--- src/rtl/axis_frame_checker_pkg.sv ---
`default_nettype none
// ============================================================================
// Module      : axis_chk_pkg
// Description : Shared constants for the AXI4-Stream frame checker:
//               FSM state encoding, counter/position widths and the
//               saturation limit of the error counters.
// Revision    : 1.0 - initial release
// ============================================================================
package axis_chk_pkg;

  localparam int CNT_W = 16;   // error / frame counter width
  localparam int POS_W = 12;   // pixel-in-line and line-in-frame width

  localparam logic [CNT_W-1:0] CNT_MAX = '1;

  // FSM state encoding
  localparam logic [1:0] ST_IDLE     = 2'd0;
  localparam logic [1:0] ST_WAIT_SOF = 2'd1;
  localparam logic [1:0] ST_RECV     = 2'd2;

endpackage
`default_nettype wire

--- src/rtl/axis_frame_checker_sat_counter.sv ---
`default_nettype none
// ============================================================================
// Module      : sat_counter
// Description : CNT_W-bit up counter that sticks at CNT_MAX. A clear in the
//               same cycle as an increment leaves the counter at 1 so the
//               coincident event is not lost.
//   clk   in  clock
//   reset in  synchronous active-high reset
//   inc   in  count one event
//   clr   in  zero the counter
//   count out current value
// Revision    : 1.0 - initial release
// ============================================================================
module sat_counter
  import axis_chk_pkg::*;
(
  input  wire logic             clk,
  input  wire logic             reset,
  input  wire logic             inc,
  input  wire logic             clr,
  output logic [CNT_W-1:0]      count
);

  always_ff @(posedge clk) begin
    if (reset) begin
      count <= '0;
    end else if (clr) begin
      count <= inc ? CNT_W'(1) : '0;
    end else if (inc && (count != CNT_MAX)) begin
      count <= count + CNT_W'(1);
    end
  end

endmodule
`default_nettype wire

--- config.mk ---
export PLATFORM = sky130hd
export DESIGN_NAME = sat_counter
export DESIGN_NICKNAME = d
export VERILOG_FILES = /design/src/rtl/axis_frame_checker_pkg.sv /design/src/rtl/axis_frame_checker_sat_counter.sv
export SDC_FILE = /design/constraint.sdc
export NUM_CORES = 1
export LEC_CHECK = 0
export ABC_AREA = 1
export BUFFER_PORTS_ARGS = -buffer_cell sky130_fd_sc_hd__clkbuf_2
export CORE_MARGIN = 2
export CORE_UTILIZATION = 25
export CTS_CLUSTER_DIAMETER = 200
export DETAILED_ROUTE_END_ITERATION = 8
export GPL_ROUTABILITY_DRIVEN = 0
export PLACE_DENSITY = 0.51
export REMOVE_ABC_BUFFERS = 1
export SLEW_MARGIN = 20
export SYNTH_ARGS = -nofsm -noshare
export SYNTH_HDL_FRONTEND = slang
export SYNTH_SLANG_ARGS = --single-unit
--- constraint.sdc ---
create_clock -name clk -period 1.6 [get_ports clk]
set_input_delay 0.32 -clock clk [delete_from_list [all_inputs] [get_ports clk]]
set_output_delay 0.32 -clock clk [all_outputs]
set_load 0.05 [all_outputs]
-- After elaboration in Yosys (flattened, before gate mapping)
Index checks and enable logic that the tools add are counted.
- word-level logic and storage cells: 8
- bits in registers: 16
- input bits: 4
- output and inout port bits: 16
- add/subtract/negate cells: 1
- eq/ne operators: 1
- reduce and logical (&&, ||, !) cells: 2
- mux-type cells: 3
- operators with widths (kind ; count):
    2-to-1 mux 16 bit ; 2
    adder 16 x 1 -> 16 bit, second input constant ; 1
    inequality test 16 bit, second input constant ; 1
    nonzero test 2 bit ; 1
    logical AND 1 bit ; 1
    2-to-1 mux 1 bit ; 1

-- Depth between registers and ports, before layout
Gate-level depths: netlist of run 1.
- word-level depth: 4
- gate-level depth with buffers: 10

-- Worst setup path after synthesis of run 1
Ideal clock, no wire load.
- kind: register to register
- from: register count[0]
- to: register count[13]
- slack: -0.313 ns
- setup time: 0.115 ns
- path buffers: 0
- period minus slack after synthesis: 1.913 ns
- arrival: 1.799 ns
- data required time: 1.485 ns
- stages on the path, launching flop included: 9
- cell sequence: dfxtp_1 > ha_1 > nand2_2 > nor2_4 > nand2_4 > o21ai_4 > nand2_4 > nor2_1 > nor2_1
- longest elaborated chain between the ends: 3
- elaborated cells between the ends (all ways): 6
- those cells by class: add/sub (1); eq/ne (1); mux (2); reduce/logical (2)
- RTL lines (element ; RTL line ; source):
    from (decl) ; axis_frame_checker_sat_counter.sv:21 ; output logic [CNT_W-1:0] count
    from (signal assigned) ; axis_frame_checker_sat_counter.sv:28 ; count <= inc ? CNT_W'(1) : '0;
    from (signal assigned) ; axis_frame_checker_sat_counter.sv:30 ; count <= count + CNT_W'(1);
    adder 16 x 1 -> 16 bit or inequality test 16 bit (tied branches) ; axis_frame_checker_sat_counter.sv:30, axis_frame_checker_sat_counter.sv:29 ;
    2-to-1 mux 16 bit or logical AND 1 bit (tied branches) ; axis_frame_checker_sat_counter.sv:29 ; end else if (inc && (count != CNT_MAX)) begin
    2-to-1 mux 16 bit or nonzero test 2 bit (tied branches) ; n/a ;
Parallel ways exist; a longest one is shown, timed or not. The select of a mux whose other input is x is not followed.
A chain may end at the register's enable or synchronous reset.

-- Worst setup path after layout of run 1
- from: register count[0]
- to: register count[14]
Same word-level chain as after synthesis.

==> impl_metrics.json, run 1 <==
{
  "status": "finished, final reports clean",
  "layout_setup_ws_ps": 120.1,
  "yosys.area.top_type_share": 0.3172,
  "layout-drive-gt1-share": 0.2736,
  "track_usage": 0.1316,
  "synth-adder-area-share": 0.01239,
  "reg.largest.list": "count (16)",
  "dr.pass1.iters": 4,
  "synth_area_leaders": "dfxtp_1 (32%), nand2_1 (16%), nand3_1 (9.9%), nor2_1 (9.7%), inv_1 (7.4%)",
  "synth_top_family_by_area": "simple AND/OR/NAND/NOR gates",
  "rsz0062_at_grt": "no",
  "seq_area_frac_synth": 0.3172,
  "crit_buf_inv": 1,
  "clockRootBuffer": "clkbuf_8",
  "syn_inst": 161,
  "path_class": "reg -> reg",
  "slowest_stage": "dfxtp_1",
  "fin_crit_ps": 1480,
  "port_buffers": 19,
  "crit_family": "simple AND/OR/NAND/NOR gates",
  "cts_tree": "yes",
  "numCtsBuffers": 3,
  "worstPathRequired_ps": 1750,
  "ys_types": 20,
  "grt_pass1_wl_mm": 4.464,
  "setup_tns_ps": 0,
  "vias": 1093,
  "cts_hold_buf": 0,
  "post-dp-hpwl_mm": 2.092,
  "synthSimpleGateAreaFrac": 0.4622,
  "die_h_um": 67.55,
  "grt_max_degree": 15,
  "dp_slack_ps": 121.0,
  "viasPerCell": 4.355,
  "seq_power_share": 0.447,
  "worst_slew_pin_slew_ps": 444.3,
  "synthFlopType": "dfxtp_1",
  "synth_xor_area_frac": 0.03470,
  "synthMuxAreaShare": 0,
  "avgSynthCellArea_um2": 6.272,
  "initial_core_util": 0.2561,
  "antenna_found_initial": 0,
  "io_pins": 20,
  "ys_ff_latch": 16,
  "leakage_uw": 0.0006120,
  "clk_latency_ps": 250,
  "finalMaxSlewViolations": 0,
  "rows": 23,
  "peakVddDrop_uv": 411.1,
  "switchingPower_uw": 248.0,
  "cp-end-kind": "flop",
  "min_period_over_period": 0.9250,
  "max_stage_delay_ps": 340,
  "synth_commonest_cells": "nand2_1 (43), nor2_1 (26), inv_1 (20), nand3_1 (20), dfxtp_1 (16)",
  "p_int_uw": 671.1,
  "htree_levels": 1,
  "die_area_um2": 4563,
  "clockBufferDepth": 2,
  "core_um2": 3943,
  "share_comb_of_total_power": 0.149,
  "syn-cell-area_um2": 1010,
  "clk_pin_slew_ps": 70,
  "synth_compound_area_frac": 0.08055,
  "cts_sinks": 16,
  "path_cells": "ha_2 > nand2_2 > nor2_4 > nand2_4 > o21ai_4 > buf_4 > nand3_1 > nand2_1 > nor2_2",
  "die_w_um": 67.55,
  "cap_violations": 0,
  "routed_wl_mm": 2.764,
  "hold_ws_ps": 322.2,
  "drt_iter0_markers": 60,
  "wl_per_cell_um": 11.01,
  "largest_register": "count",
  "ant_nets": 0,
  "async_flop_share": 0,
  "skew_ps": 7.889,
  "p_clk_frac": 0.404,
  "synth_top_area_cell": "dfxtp_1",
  "setup_viol": 0,
  "final_hold_viol_count": 0,
  "min_path_type": "in -> reg",
  "syn2layout_area_growth_pct": 35.32,
  "diodes": 0,
  "synth_edf_count": 0,
  "max_freq_mhz": 675.7,
  "grt_overflow_total": 0,
  "yosysMostFrequentCell": "nand2_1",
  "worstSetupStartpointType": "flop",
  "relSlewSlack": 0.7035,
  "grt_pass1_vias": 977,
  "drcViolationCount": 0,
  "largest_reg_flops": 16,
  "crit_path_max_fanout": 6,
  "synth_warnings": 0,
  "cp_data_arrival_time_ps": 1630,
  "nets": 207,
  "switching_share": 0.2699,
  "total_power_uw": 919.1,
  "p_per_area_nw_per_um2": 672.7
}
[what timing repair did]
item / CTS / global route
buffers inserted: 0 / 2
setup endpoints to repair: 0 / 10
resized for setup: 0 / 6
[power groups by stage]
stage          clock network [uW]  logic (uW)  registers [uW]
6_report                      371         137             411
4_1_cts                       385         131             411
3_5_place_dp                    0         130             421
2_1_floorplan                   0        48.8             452
3_3_place_gp                    0         132             420
5_1_grt                       391         151             412
[area by class of cell]
cell class,count,area [um^2]
flip-flops and latches,16,320.3
fillers,435,2576
repair buffers,39,252.7
clock buffers,4,55.05
inverters,20,75.07
multi-input cells,122,600.6
well taps,50,62.56
[layer usage]
layer / track usage / up-vias / share of wire
met5: 0 / - / 0
met4: 0.03061 / 0 / 0.0065
met3: 0.03167 / 2 / 0.041
met2: 0.2206 / 19 / 0.48
met1: 0.1694 / 484 / 0.48
li1: - / 588 / -
[kinds of logic (layout without fill, tap and decap cells)]
family / after synthesis / count (layout)
AOI/OAI and AO/OA: 14 / 14
xor gates and xnor gates: 4 / 4
adders and majority gates: 1 / 1
buffers and inverters: 23 / 63
DFF: 16 / 16
and+or+nand+nor: 103 / 103
[placed cells by master, fill, tap and decap left out]
master	synthesis	layout
a21oi_1	10	10
xor2_1	4	4
nor2_1	26	25
buf_4	0	18
nand2_1	43	43
buf_6	1	2
nor2_4	2	2
nor3_1	1	1
ha_2	0	1
nor2_2	1	2
nand2_2	3	3
nand2_4	2	2
clkbuf_2	0	19
o21ai_1	0	1
inv_2	0	1
o21ai_0	3	2
clkbuf_8	0	4
o21ai_4	1	1
inv_1	20	19
dfxtp_1	16	16
nand4_1	4	4
nand3b_1	1	1
nand3_1	20	20
[worst paths after layout]
check / startpoint / to / slack (ps) / depth (start not counted)
setup / recovery: count[0]$_SDFFE_PP0P_ / count[14]$_SDFFE_PP0P_ / 120 / 9
hold / removal: reset / count[6]$_SDFFE_PP0P_ / 320 / 2
hold reg to reg: count[15]$_SDFFE_PP0P_ / count[15]$_SDFFE_PP0P_ / 530 / 2
setup reg to reg: count[0]$_SDFFE_PP0P_ / count[14]$_SDFFE_PP0P_ / 120 / 9
[metrics by stage]
stage	cells	util	area, um^2
6_report	251	0.3466	1366
5_1_grt	251	0.3466	1366
4_1_cts	249	0.3396	1339
3_5_place_dp	245	0.3256	1284
3_3_place_gp	245	0.3256	1284
2_1_floorplan	158	-	991.0
No activity file was read; power rests on OpenSTA's default activity.
==> inputs of run 2 (changes only) <==
--- a/config.mk
+++ b/config.mk
@@ -7,12 +7,14 @@
 export LEC_CHECK = 0
 export ABC_AREA = 1
 export BUFFER_PORTS_ARGS = -buffer_cell sky130_fd_sc_hd__clkbuf_2
+export CELL_PAD_IN_SITES_DETAIL_PLACEMENT = 0
+export CELL_PAD_IN_SITES_GLOBAL_PLACEMENT = 1
 export CORE_MARGIN = 2
-export CORE_UTILIZATION = 25
+export CORE_UTILIZATION = 36
 export CTS_CLUSTER_DIAMETER = 200
 export DETAILED_ROUTE_END_ITERATION = 8
 export GPL_ROUTABILITY_DRIVEN = 0
-export PLACE_DENSITY = 0.51
+export PLACE_DENSITY_LB_ADDON = 0.3
 export REMOVE_ABC_BUFFERS = 1
 export SLEW_MARGIN = 20
 export SYNTH_ARGS = -nofsm -noshare
==> impl_metrics.json, run 2 (synthesized netlist as in run 1, its figures left out) <==
{
  "grt_overflow_total": 0,
  "reg2regPathDepth": 8,
  "final_hold_viol_count": 0,
  "core_um2": 2710,
  "nets": 210,
  "largest_register": "count",
  "p_per_area_nw_per_um2": 572.3,
  "ant_nets": 0,
  "grt_pass1_vias": 1098,
  "vias": 1146,
  "cp-end-kind": "flop",
  "cts_hold_buf": 0,
  "hold_depth": 2,
  "clockBufferDepth": 2,
  "layout_commonest_cell": "nand2_1",
  "die_area_um2": 3244,
  "cts_tree": "yes",
  "reg.largest.list": "count (16)",
  "syn2layout_area_growth_pct": 31.72,
  "io_pins": 20,
  "initial_core_util": 0.3726,
  "cts_sinks": 16,
  "relSlewSlack": 0.6698,
  "switching_share": 0.2883,
  "mostFrequentLayoutCells": "nand2_1 (43), nor2_1 (25), buf_4 (23), inv_1 (20), nand3_1 (20)",
  "die_h_um": 56.96,
  "fin_crit_ps": 1524,
  "min_path_type": "in -> reg",
  "grt_max_degree": 15,
  "clk_latency_ps": 280,
  "hold_ws_ps": 299.6,
  "total_power_uw": 761.2,
  "numCtsBuffers": 3,
  "clk_pin_slew_ps": 90,
  "path_class": "reg -> reg",
  "diodes": 0,
  "worst_slew_pin_slew_ps": 494.8,
  "routed_wl_mm": 2.688,
  "ff_latch_area_um2": 321.6,
  "post-dp-hpwl_mm": 2.043,
  "cap_violations": 0,
  "largest_reg_flops": 16,
  "reg2reg_slack_ps": 80,
  "share_comb_of_total_power": 0.184,
  "setup_viol": 0,
  "min_period_over_period": 0.9527,
  "worstSetupStartpointType": "flop",
  "p_int_uw": 541.7,
  "multi_input_area_um2": 604.3,
  "r2r-end": "count[0]$_SDFFE_PP0P_",
  "crit_path_max_fanout": 6,
  "crit_start": "count[1]$_SDFFE_PP0P_",
  "p_clk_frac": 0.275,
  "finalMaxSlewViolations": 0,
  "seq_power_share": 0.541,
  "max_freq_mhz": 656.0,
  "status": "finished, final reports clean",
  "switchingPower_uw": 219.5,
  "leakage_uw": 0.0006126,
  "fillers": 299,
  "cp_data_arrival_time_ps": 1740,
  "clockRootBuffer": "clkbuf_4",
  "htree_levels": 1,
  "layout-drive-gt1-share": 0.2857,
  "port_buffers": 19,
  "grt_pass1_wl_mm": 4.609,
  "min_from": "reset",
  "die_w_um": 56.96,
  "antenna_found_initial": 0,
  "track_usage": 0.1768,
  "viasPerCell": 4.897,
  "whs_endpoint": "count[0]$_SDFFE_PP0P_",
  "drcViolationCount": 0,
  "rows": 19,
  "peakVddDrop_uv": 525.9,
  "wl_per_cell_um": 11.49,
  "worstPathRequired_ps": 1820,
  "skew_ps": 1.093,
  "reg2reg_from": "count[1]$_SDFFE_PP0P_",
  "dr.pass1.iters": 4,
  "drt_iter0_markers": 41
}
run 2: timing repair:
action	CTS	global route
endpoints found under the setup margin	0	14
gates resized for setup	0	4
setup buffers	0	5
run 2: per-stage QoR:
| stage | instances | setup slack, ps | util | area (um^2) | setup TNS (ps) |
|---|---|---|---|---|---|
| after floorplan | 158 | -313.5 | - | 991.0 | -4423 |
| after global placement | 226 | 102.9 | 0.4649 | 1260 | 0 |
| after global routing | 234 | -15.37 | 0.4908 | 1330 | -31.43 |
| after detailed placement | 226 | 31.03 | 0.4649 | 1260 | 0 |
| final | 234 | 75.65 | 0.4908 | 1330 | 0 |
| after CTS | 229 | 7.496 | 0.4732 | 1282 | 0 |
run 2: layout make-up:
| type | instances | share of cell area |
|---|---|---|
| Multi-Input combinational cell | 122 | 0.4544 |
| Sequential cell | 16 | 0.2418 |
| Timing Repair Buffer | 42 | 0.2013 |
| Inverter | 20 | 0.05644 |
| Tap cell | 31 | 0.02916 |
| Clock buffer | 3 | 0.01693 |
run 2: power groups by stage:
stage	Clock (uW)	Combinational [uW]	Sequential [uW]
2_1_floorplan	0	48.8	452
3_3_place_gp	0	130	420
3_5_place_dp	0	131	421
4_1_cts	221	130	411
5_1_grt	234	152	413
6_report	209	140	412
run 2: metal layers:
metal	wire (um)	up-vias	GRT usage
li1	-	598	-
met1	1271	519	0.2202
met2	1261	23	0.2972
met3	96	6	0.02494
met4	60	0	0.08970
met5	0	-	0
run 2: how the worst max path moves through the flow:
stage	end	slack [ps]
floorplan	count[13]$_SDFFE_PP0P_	-310
global placement	count[13]$_SDFFE_PP0P_	100
detailed placement	count[10]$_SDFFE_PP0P_	30
CTS	count[10]$_SDFFE_PP0P_	7
global route	count[0]$_SDFFE_PP0P_	-20
finish	count[0]$_SDFFE_PP0P_	80
run 2: critical path, stage by stage (launching register included):
cell and delay [ps]:
dfxtp_1 350, ha_2 190, nand2_2 70, nor2_4 140
nand2_4 80, o21ai_4 240, buf_4 170, nand3_1 70
a21oi_2 150
==> inputs of run 3 (changes only) <==
--- a/config.mk
+++ b/config.mk
@@ -16,6 +16,7 @@
 export GPL_ROUTABILITY_DRIVEN = 0
 export PLACE_DENSITY_LB_ADDON = 0.3
 export REMOVE_ABC_BUFFERS = 1
+export SETUP_SLACK_MARGIN = 0.15
 export SLEW_MARGIN = 20
 export SYNTH_ARGS = -nofsm -noshare
 export SYNTH_HDL_FRONTEND = slang
==> impl_metrics.json, run 3 (synthesized netlist as in run 1, its figures left out) <==
{
  "ant_nets": 0,
  "post-dp-hpwl_mm": 2.043,
  "max_stage_delay_ps": 410,
  "clk_pin_slew_ps": 90,
  "clk_latency_ps": 280,
  "clockRootBuffer": "clkbuf_4",
  "slowest_stage": "dfxtp_1",
  "rows": 19,
  "routed_wl_mm": 2.809,
  "reg2reg_from": "count[1]$_SDFFE_PP0P_",
  "layout_commonest_cell": "nand2_1",
  "grt_pass1_vias": 1112,
  "rsz0062_at_grt": "yes",
  "clockBufferDepth": 2,
  "grt_overflow_total": 0,
  "grt_max_degree": 15,
  "dp.cells": 226,
  "p_clk_frac": 0.274,
  "p_per_area_nw_per_um2": 548.2,
  "p_int_uw": 546.9,
  "final_cells": 235,
  "share_comb_of_total_power": 0.194,
  "relSlewSlack": 0.6542,
  "crit_family": "buffers and inverters",
  "switchingPower_uw": 230.2,
  "io_pins": 20,
  "worst_slew_pin_slew_ps": 518.2,
  "die_h_um": 56.96,
  "dr.pass1.iters": 4,
  "cts_hold_buf": 0,
  "numCtsBuffers": 3,
  "grt_use_met1": 0.2272,
  "crit_buf_inv": 2,
  "layout-drive-gt1-share": 0.3578,
  "layout_setup_ws_ps": 148.1,
  "htree_levels": 1,
  "seq_power_share": 0.532,
  "core_um2": 2710,
  "reg.largest.list": "count (16)",
  "path_cells": "buf_4 > clkbuf_2",
  "cap_violations": 0,
  "port_buffers": 19,
  "status": "finished, final reports clean",
  "fin_crit_ps": 1452,
  "dp_slack_ps": 31.03,
  "total_power_uw": 777.2,
  "viasPerCell": 5.009,
  "worstSetupStartpointType": "flop",
  "worstPathRequired_ps": 1280,
  "leakage_uw": 0.0006436,
  "diodes": 0,
  "peakVddDrop_uv": 534.5,
  "top_usage_layer": "met2",
  "cts_tree": "yes",
  "min_period_over_period": 0.9074,
  "fillers": 286,
  "crit_path_max_fanout": 5,
  "grt_pass1_wl_mm": 4.692,
  "skew_ps": 1.412,
  "finalMaxSlewViolations": 0,
  "drt_iter0_markers": 35,
  "largest_reg_flops": 16,
  "max_freq_mhz": 688.8,
  "min_from": "reset",
  "path_class": "reg -> out",
  "cp_data_arrival_time_ps": 1130,
  "final_hold_viol_count": 0,
  "min_path_type": "in -> reg",
  "wl_per_cell_um": 11.95,
  "syn2layout_area_growth_pct": 40.40,
  "setup_viol": 0,
  "grtUsageMet3": 0.02494,
  "switching_share": 0.2962,
  "cp-end-kind": "output port",
  "crit_start": "count[2]$_SDFFE_PP0P_",
  "vias": 1177,
  "drcViolationCount": 0,
  "antenna_found_initial": 0,
  "die_area_um2": 3244,
  "grt_use_met2": 0.2989,
  "initial_core_util": 0.3726,
  "mostFrequentLayoutCells": "nand2_1 (41), nor2_1 (21), buf_4 (20), inv_1 (19), clkbuf_2 (19)",
  "die_w_um": 56.96,
  "largest_register": "count",
  "hold_ws_ps": 301.1,
  "cts_sinks": 16,
  "setup_tns_ps": 0,
  "track_usage": 0.1796,
  "nets": 211
}
## run 3: cell types whose count changed in the layout (fill, tap and decap cells not counted), moves of 2 or more
cell     before  now
a21oi_2       1    3
nor2_1       25   21
buf_4        23   20
nand3_2       0    3
a21oi_1       9    7
nor2_2        2    5
nand2_1      43   41
nand3_1      20   17
buf_6         0    2
## run 3: what timing repair did
| action | 4_1_cts | 5_1_grt |
|---|---|---|
| pin swaps | 3 | 11 |
| hold endpoints to repair | 0 | 0 |
| setup endpoints to repair | 15 | 16 |
| gates cloned | 0 | 1 |
| setup buffers | 3 | 2 |
| resized for setup | 5 | 19 |
## run 3: through the flow
stage / area (um^2) / util
3_5_place_dp: 1260 / 0.4649
4_1_cts: 1336 / 0.4931
6_report: 1418 / 0.5231
3_3_place_gp: 1260 / 0.4649
5_1_grt: 1418 / 0.5231
2_1_floorplan: 991.0 / -
## run 3: final timing paths
check	endpoint	slack [ps]	cells after the start
setup reg to reg	count[14]$_SDFFE_PP0P_	160	9
setup / recovery	count[2]	150	2
hold reg to reg	count[15]$_SDFFE_PP0P_	550	2
hold / removal	count[0]$_SDFFE_PP0P_	300	2
## run 3: per-layer routing
layer	up-vias	wire, um
met2	24	1283
met4	0	73
li1	598	-
met5	-	0
met1	547	1367
met3	8	85
## run 3: power groups by stage
stage,clock [uW],combinational (uW),sequential (uW)
after floorplan,0,48.8,452
after global placement,0,130,420
after detailed placement,0,131,421
after CTS,221,140,414
after global routing,235,163,415
final,213,151,413
## run 3: cell type report
type / count / area (um^2) / area share
multi-input cells: 122 / 665.6 / 0.4695
flip-flops and latches: 16 / 322.8 / 0.2277
well taps: 31 / 38.79 / 0.02736
repair buffers: 43 / 292.8 / 0.2065
inverters: 20 / 75.07 / 0.05296
clock buffers: 3 / 22.52 / 0.01589
